`src/rtl/beam_sum_sequencer_pkg.sv`:
```
// beam_sum_sequencer_pkg: shared delay/sum datapath defaults and sequencer FSM encoding
package beam_sum_sequencer_pkg;
  localparam int N_CH_DEF   = 8;
  localparam int N_SAMP_DEF = 768;
  localparam int RD_LAT_DEF = 2;
  localparam int DW_DEF     = 32;
  localparam int SW_DEF     = 40;
  localparam int AW_DEF     = 13;
  localparam int SAW_DEF    = 10;
  typedef enum logic [2:0] {IDLE, ISSUE, WAIT, WRITE, DONE} state_e;
endpackage

```
`src/rtl/beam_sum_sequencer_if.sv`:
```
// beam_sum_sequencer_if: start/busy/done control, output-RAM read bus and sum-RAM write bus; master = sequencer, slave = environment
interface beam_sum_sequencer_if
  import beam_sum_sequencer_pkg::*;
#(
  parameter int DW  = DW_DEF,
  parameter int SW  = SW_DEF,
  parameter int AW  = AW_DEF,
  parameter int SAW = SAW_DEF
);
  logic           start;
  logic           busy;
  logic           done;
  logic           rd_en;
  logic [AW-1:0]  rd_addr;
  logic [DW-1:0]  rd_data;
  logic           wr_en;
  logic [SAW-1:0] wr_addr;
  logic [SW-1:0]  wr_data;
  modport master (input start, rd_data, output busy, done, rd_en, rd_addr, wr_en, wr_addr, wr_data);
  modport slave (output start, rd_data, input busy, done, rd_en, rd_addr, wr_en, wr_addr, wr_data);
endinterface

```
`src/rtl/beam_sum_sequencer_rd_valid_pipe.sv`:
```
// rd_valid_pipe: RD_LAT-deep shift of rd_en marking read data returns; ports clk, reset, rd_en in, rd_vld out
module rd_valid_pipe
  import beam_sum_sequencer_pkg::*;
#(
  parameter int RD_LAT = RD_LAT_DEF
) (
  input  logic clk,
  input  logic reset,
  input  logic rd_en,
  output logic rd_vld
);
  logic [RD_LAT-1:0] v_q, v_d;
  always_comb v_d = (v_q << 1) | RD_LAT'(rd_en);
  always_ff @(posedge clk) v_q <= reset ? '0 : v_d;
  assign rd_vld = v_q[RD_LAT-1];
endmodule

```
`src/rtl/beam_sum_sequencer.sv`:
```
// beam_sum_sequencer: per sample t reads N_CH channel words at t+N_SAMP*ch, sums them and writes the sum at t; ports clk, reset, bus (master)
module beam_sum_sequencer
  import beam_sum_sequencer_pkg::*;
#(
  parameter int N_CH   = N_CH_DEF,
  parameter int N_SAMP = N_SAMP_DEF,
  parameter int RD_LAT = RD_LAT_DEF,
  parameter int DW     = DW_DEF,
  parameter int SW     = SW_DEF,
  parameter int AW     = AW_DEF,
  parameter int SAW    = SAW_DEF
) (
  input logic clk,
  input logic reset,
  beam_sum_sequencer_if.master bus
);
  localparam int CW = $clog2(N_CH + 1);
  state_e         state_q, state_d;
  logic [SAW-1:0] t_q, t_d, wr_addr_q, wr_addr_d;
  logic [CW-1:0]  ch_q, ch_d, ret_q, ret_d;
  logic [SW-1:0]  acc_q, acc_d, wr_data_q, wr_data_d;
  logic [AW-1:0]  rd_addr_q, rd_addr_d;
  logic           rd_en_q, rd_en_d, wr_en_q, wr_en_d, busy_q, busy_d, done_q, done_d;
  logic [DW-1:0]  rd_word;
  logic           vld;
  assign rd_word = bus.rd_data;
  rd_valid_pipe #(.RD_LAT(RD_LAT)) u_rd_valid_pipe (.clk, .reset, .rd_en(rd_en_q), .rd_vld(vld));
  always_comb begin
    state_d = state_q;
    t_d     = t_q;
    ch_d    = ch_q;
    acc_d   = vld ? acc_q + SW'(rd_word) : acc_q;
    ret_d   = vld ? ret_q + 1'b1 : ret_q;
    case (state_q)
      IDLE: if (bus.start) begin
        state_d = ISSUE;
        t_d     = '0;
        ch_d    = '0;
        acc_d   = '0;
        ret_d   = '0;
      end
      ISSUE: if (ch_q == CW'(N_CH - 1)) state_d = WAIT; else ch_d = ch_q + 1'b1;
      WAIT: if (ret_d == CW'(N_CH)) state_d = WRITE;
      WRITE: begin
        acc_d = '0;
        ret_d = '0;
        ch_d  = '0;
        if (t_q == SAW'(N_SAMP - 1)) state_d = DONE;
        else begin
          state_d = ISSUE;
          t_d     = t_q + 1'b1;
        end
      end
      default: state_d = IDLE;
    endcase
    // Strobes and addresses are registered from next-state values so they line up with the state they belong to.
    rd_en_d   = state_d == ISSUE;
    rd_addr_d = rd_en_d ? AW'(t_d) + AW'(ch_d) * AW'(N_SAMP) : rd_addr_q;
    wr_en_d   = state_d == WRITE;
    wr_addr_d = wr_en_d ? t_d : wr_addr_q;
    wr_data_d = wr_en_d ? acc_d : wr_data_q;
    busy_d    = state_d != IDLE;
    done_d    = state_d == DONE;
  end
  always_ff @(posedge clk)
    if (reset) begin
      state_q   <= IDLE;
      t_q       <= '0;
      ch_q      <= '0;
      ret_q     <= '0;
      acc_q     <= '0;
      rd_en_q   <= 1'b0;
      rd_addr_q <= '0;
      wr_en_q   <= 1'b0;
      wr_addr_q <= '0;
      wr_data_q <= '0;
      busy_q    <= 1'b0;
      done_q    <= 1'b0;
    end else begin
      state_q   <= state_d;
      t_q       <= t_d;
      ch_q      <= ch_d;
      ret_q     <= ret_d;
      acc_q     <= acc_d;
      rd_en_q   <= rd_en_d;
      rd_addr_q <= rd_addr_d;
      wr_en_q   <= wr_en_d;
      wr_addr_q <= wr_addr_d;
      wr_data_q <= wr_data_d;
      busy_q    <= busy_d;
      done_q    <= done_d;
    end
  assign bus.rd_en   = rd_en_q;
  assign bus.rd_addr = rd_addr_q;
  assign bus.wr_en   = wr_en_q;
  assign bus.wr_addr = wr_addr_q;
  assign bus.wr_data = wr_data_q;
  assign bus.busy    = busy_q;
  assign bus.done    = done_q;
endmodule

```
`src/flat_wrapper.sv`:
```
// flat-port wrapper written by rule: the top's interface ports become plain ports
module beam_sum_sequencer_flat import beam_sum_sequencer_pkg::*;
#(
  parameter int N_CH   = N_CH_DEF,
  parameter int N_SAMP = N_SAMP_DEF,
  parameter int RD_LAT = RD_LAT_DEF,
  parameter int DW     = DW_DEF,
  parameter int SW     = SW_DEF,
  parameter int AW     = AW_DEF,
  parameter int SAW    = SAW_DEF
)
  (clk, reset, bus_start, bus_rd_data, bus_busy, bus_done, bus_rd_en, bus_rd_addr, bus_wr_en, bus_wr_addr, bus_wr_data);
  beam_sum_sequencer_if #(.DW(DW), .SW(SW), .AW(AW), .SAW(SAW)) bus_i ();
  input logic clk;
  input logic reset;
  input wire logic [$bits(bus_i.start)-1:0] bus_start;
  input wire logic [$bits(bus_i.rd_data)-1:0] bus_rd_data;
  output wire logic [$bits(bus_i.busy)-1:0] bus_busy;
  output wire logic [$bits(bus_i.done)-1:0] bus_done;
  output wire logic [$bits(bus_i.rd_en)-1:0] bus_rd_en;
  output wire logic [$bits(bus_i.rd_addr)-1:0] bus_rd_addr;
  output wire logic [$bits(bus_i.wr_en)-1:0] bus_wr_en;
  output wire logic [$bits(bus_i.wr_addr)-1:0] bus_wr_addr;
  output wire logic [$bits(bus_i.wr_data)-1:0] bus_wr_data;
  assign bus_i.start = bus_start;
  assign bus_i.rd_data = bus_rd_data;
  assign bus_busy = bus_i.busy;
  assign bus_done = bus_i.done;
  assign bus_rd_en = bus_i.rd_en;
  assign bus_rd_addr = bus_i.rd_addr;
  assign bus_wr_en = bus_i.wr_en;
  assign bus_wr_addr = bus_i.wr_addr;
  assign bus_wr_data = bus_i.wr_data;
  beam_sum_sequencer #(.N_CH(N_CH), .N_SAMP(N_SAMP), .RD_LAT(RD_LAT), .DW(DW), .SW(SW), .AW(AW), .SAW(SAW)) u_core (.clk(clk), .reset(reset), .bus(bus_i));
endmodule
```
`config.mk`:
```
export PLATFORM = sky130hd
export DESIGN_NAME = beam_sum_sequencer_flat
export DESIGN_NICKNAME = d
export VERILOG_FILES = /design/src/rtl/beam_sum_sequencer_pkg.sv /design/src/rtl/beam_sum_sequencer_if.sv /design/src/rtl/beam_sum_sequencer_rd_valid_pipe.sv /design/src/rtl/beam_sum_sequencer.sv /design/src/flat_wrapper.sv
export SDC_FILE = /design/constraint.sdc
export NUM_CORES = 1
export LEC_CHECK = 0
export ABC_AREA = 1
export BUFFER_PORTS_ARGS = -buffer_cell sky130_fd_sc_hd__buf_2
export CAP_MARGIN = 25
export CORE_UTILIZATION = 59
export CTS_BUF_LIST = sky130_fd_sc_hd__clkbuf_4 sky130_fd_sc_hd__clkbuf_8 sky130_fd_sc_hd__clkbuf_16
export DETAILED_ROUTE_END_ITERATION = 10
export GPL_TIMING_DRIVEN = 0
export PLACE_DENSITY = 0.85
export SYNTH_ARGS = -nofsm -noshare
export SYNTH_HDL_FRONTEND = slang
export SYNTH_SLANG_ARGS = --single-unit
```
`constraint.sdc`:
```
create_clock -name clk -period 3.1 [get_ports clk]
set_input_delay 0.62 -clock clk [delete_from_list [all_inputs] [get_ports clk]]
set_output_delay 0.62 -clock clk [all_outputs]
set_load 0.05 [all_outputs]
```
==> summary.md <==
| Metric | Value |
|---|---|
| Status | complete, no violations |
| Io pins | about 100 |
| RePlAce Congestion | 0.947 |
| WP data arrival | about 3.2 ns |
| Clock skew | 0.00491 ns |
| CTS Hold Bufs | 0 |
| Rows | 42 |
| Clock sink count | 130 |
| Register area share after synthesis | 0.324 |
| Hold Path Class | register to register |
| Post-synthesis cell type count | 49 |
| CP max FO | 5 |
| Total track usage | 0.339 |
| Met2 wire len | approximately 11 mm |
| Syn Area/Cell | 6.29 sq um |
| Worst EP required | 3.42 ns |
| DRC viols | 0 |
| Initial antenna violation count | 0 |
| Worst reg2reg startpoint | u_core.t_q[0] |
| Slew Limit Fails | 0 |
| Cell with the largest stage delay on the worst path | dfxtp_2 |
| Clk_lat worst skew | roughly 0.43 ns |
| Area growth, synth to finish | 17.2% |
| Starting Density | 0.607 |
| Die X | roughly 120 um |
| Largest net degree at the start of global routing | 17 |
| Pwr Density | between 400 and 500 nW/um^2 |
| Share of cells above drive strength 1 | 0.135 |
| Routed length per instance | approximately 15 um |
| Die footprint | about 14000 sq um |
| YS warnings | 0 |
| Async set-reset flop share out of synthesis | 0 |
| N_diodes | 0 |
| Crit path launch | u_core.t_q[0] |
| Final Setup Violations | 0 |
| Core area | 13200 sq um |
| Pre-CTS setup slack | 0.0247 ns |
| CTS tree | yes |
| Number of max-cap violations | 0 |
| H-tree levels | 4 |
| Min Clock Period, post-route | just under 3 ns |
| DRT Pass-1 Iters | 8 |
| Register bit total from synthesis | 130 |
| Port buffer count | 100 |
| Net count after synthesis | about 1400 |
| Area of the multi-input gates | approximately 4600 sq um |
| Cell count after synthesis | around 1300 |
| Peak Freq | between 300 and 400 MHz |
| CP cell instances | ha_2 > nand3_1 > nor2_2 > nand2_1 > nor2_2 > nand3_2 > nand4_1 > o21a_1 > inv_1 > ha_1 > fa_2 > nand2_1 > nand2_1 > nand2_1 > xnor2_2 > nand2_1 > nand2_1 > nor2_1 |
| Clk slew on worst S/H paths | roughly 0.06 ns |
| Fill cell count | ~1100 |
| First-pass GRT wire length | ~38 mm |
| Fin nets | 1480 |
| HPWL Detailed | between 15 and 20 mm |
| Longest Clk Path Bufs | 2 |
| Most used DFF post-synth | dfxtp_1 |
| Crit Path Category | register to register |
| Max transition margin | 0.556 |
| Wl on met1 | a little over 10 mm |
| Drt total wl | between 20 and 25 mm |
| Hold Fails Final Rpt | 0 |
| Crit path top cell by count | nand2_1 |
| Tcrit/Tclk final | 0.938 |
| Met3 routed WL | about 1.7 mm |
| CTS root buffer | clkbuf_16 |
| Top Metal Used | met4 |
| CTS Buf Count | 17 |
| Sequential Area | roughly 2600 sq um |
| Vias | 8579 |
| Vias in the first global route | ~8000 |
| Drt initial violations | between 600 and 700 |
| Worst-margin pin slew | between 0.6 and 0.7 ns |
| Peak VDD IR | roughly 450 uV |
| CP max stage delay | roughly 0.37 ns |
| Setup ws final | between 0.15 and 0.2 ns |
| Vias per cell | about 5.4 |
| Antenna-violating nets left | 0 |
| HP Start | u_core.u_rd_valid_pipe.v_q[0] |
| Setup TNS | 0 ns |
| CP endpoint kind | register |
| Die Y | 119 um |
| Number of synthesized flops with an enable pin | 0 |
| Startpoint types | register |
| Grt total ovfl | 0 |
| Leakage | roughly 4.8 nW |
| Mapped cell area | about 8000 sq um |
[final cells by class]
type | count | share of cell area
Multi-Input combinational cell | 922 | 0.483
Sequential cell | 130 | 0.277
Inverter | 187 | 0.0745
Timing Repair Buffer | 105 | 0.0571
Clock buffer | 21 | 0.0503
Tap cell | 176 | 0.0234
Buffer | 39 | 0.0212
Clock inverter | 11 | 0.0137
[cells in the final DEF, fill, tap and decap left out, types with 3 or more instances in the layout]
cell,Yosys,layout
nand3b_1,3,3
nand3_1,129,129
nand2_2,5,5
buf_2,7,107
o21ai_1,25,26
buf_1,5,5
buf_6,5,5
dfxtp_1,130,127
clkbuf_16,0,17
nor2_1,197,196
clkbuf_8,0,3
clkinvlp_4,0,5
nand2_1,343,343
o211ai_1,11,11
buf_4,2,7
or2_2,8,8
clkbuf_1,20,20
a21oi_1,44,44
inv_1,184,184
o21ai_0,40,39
dfxtp_2,0,3
nand4_1,12,12
inv_2,3,3
ha_1,40,39
o31ai_1,3,3
xor2_1,6,6
o21bai_1,3,3
nor2_2,3,4
nor3_1,14,14
[metrics by stage]
stage               instances  power (mW)  cell area (sq um)  hold slack (ns)   util
floorplan                1278        2.13               8040            0.388      -
global placement         1554        2.26               8760            0.395  0.661
detailed placement       1554        2.27               8760            0.400  0.661
CTS                      1586        4.27               9360            0.413  0.707
global route             1591        4.43               9430            0.439  0.712
finish                   1591        4.28               9430            0.408  0.712
[flip-flops by register name, summed over array words and instances (netlist names)]
name	count
u_core.acc_q	40
u_core.bus.busy	1
u_core.bus.done	1
u_core.bus.rd_addr	13
u_core.bus.rd_en	1
u_core.bus.wr_addr	10
u_core.bus.wr_data	40
u_core.bus.wr_en	1
u_core.ch_q	4
u_core.ret_q	4
u_core.state_q	3
u_core.t_q	10
u_core.u_rd_valid_pipe.v_q	2
[critical path: cells and delay by family, from the launching register on]
kind                     cells  cell delay, ns
AO/OA/AOI/OAI                1            0.18
flip-flops                   1            0.37
adder cells (fa/ha/maj)      3            0.83
buffers and inverters        1            0.07
AND/OR/NAND/NOR             12            1.25
XOR/XNOR                     1            0.13
[cell families after synthesis]
family / Yosys count / share of synthesized area
compound gates: 140 / 0.0993
xor+xnor: 10 / 0.0118
flops: 130 / 0.324
simple gates: 729 / 0.383
fa+ha+maj: 43 / 0.0697
buf+inv: 226 / 0.112
[power by group]
part	switching (mW)	internal, mW
clock	0.768	1.26
combinational	0.374	0.159
sequential	0.0213	1.70
total	1.16	3.12
[cells in the mapped netlist, types with 3 or more instances]
| cell | instances | area share |
|---|---|---|
| nand2_2 | 5 | 0.0039 |
| nor2_1 | 197 | 0.092 |
| ha_1 | 40 | 0.062 |
| xor2_1 | 6 | 0.0065 |
| inv_1 | 184 | 0.086 |
| or2_2 | 8 | 0.0062 |
| o211ai_1 | 11 | 0.010 |
| buf_6 | 5 | 0.0070 |
| fa_1 | 3 | 0.0075 |
| nor2_2 | 3 | 0.0023 |
| o31ai_1 | 3 | 0.0028 |
| nor3_1 | 14 | 0.0087 |
| buf_1 | 5 | 0.0023 |
| xnor2_1 | 3 | 0.0033 |
| clkbuf_1 | 20 | 0.0093 |
| buf_2 | 7 | 0.0044 |
| nand2_1 | 343 | 0.16 |
| inv_2 | 3 | 0.0014 |
| o21bai_1 | 3 | 0.0028 |
| o21ai_0 | 40 | 0.025 |
| o21ai_1 | 25 | 0.016 |
| nand4_1 | 12 | 0.0093 |
| a21oi_1 | 44 | 0.027 |
| dfxtp_1 | 130 | 0.32 |
| nand3_1 | 129 | 0.080 |
| nand3b_1 | 3 | 0.0028 |
[per-layer routing]
metal / vias up / track usage
li1: 4304 / -
met1: 3916 / 0.432
met2: 305 / 0.568
met3: 54 / 0.0608
met4: 0 / 0.133
met5: - / 0
[what timing repair did]
item,CTS,global route
resized for setup,0,9
endpoints found under the setup margin,0,1
buffers inserted,0,5
[worst paths after layout]
check	end	slack, ns	cells past startpoint
max	u_core.bus.rd_addr[12]	0.19	18
min	u_core.u_rd_valid_pipe.v_q[1]	0.41	2
max reg2reg	u_core.bus.rd_addr[12]	0.19	18
min reg2reg	u_core.u_rd_valid_pipe.v_q[1]	0.41	2
Note: power is estimated with default switching activity, not from simulation.
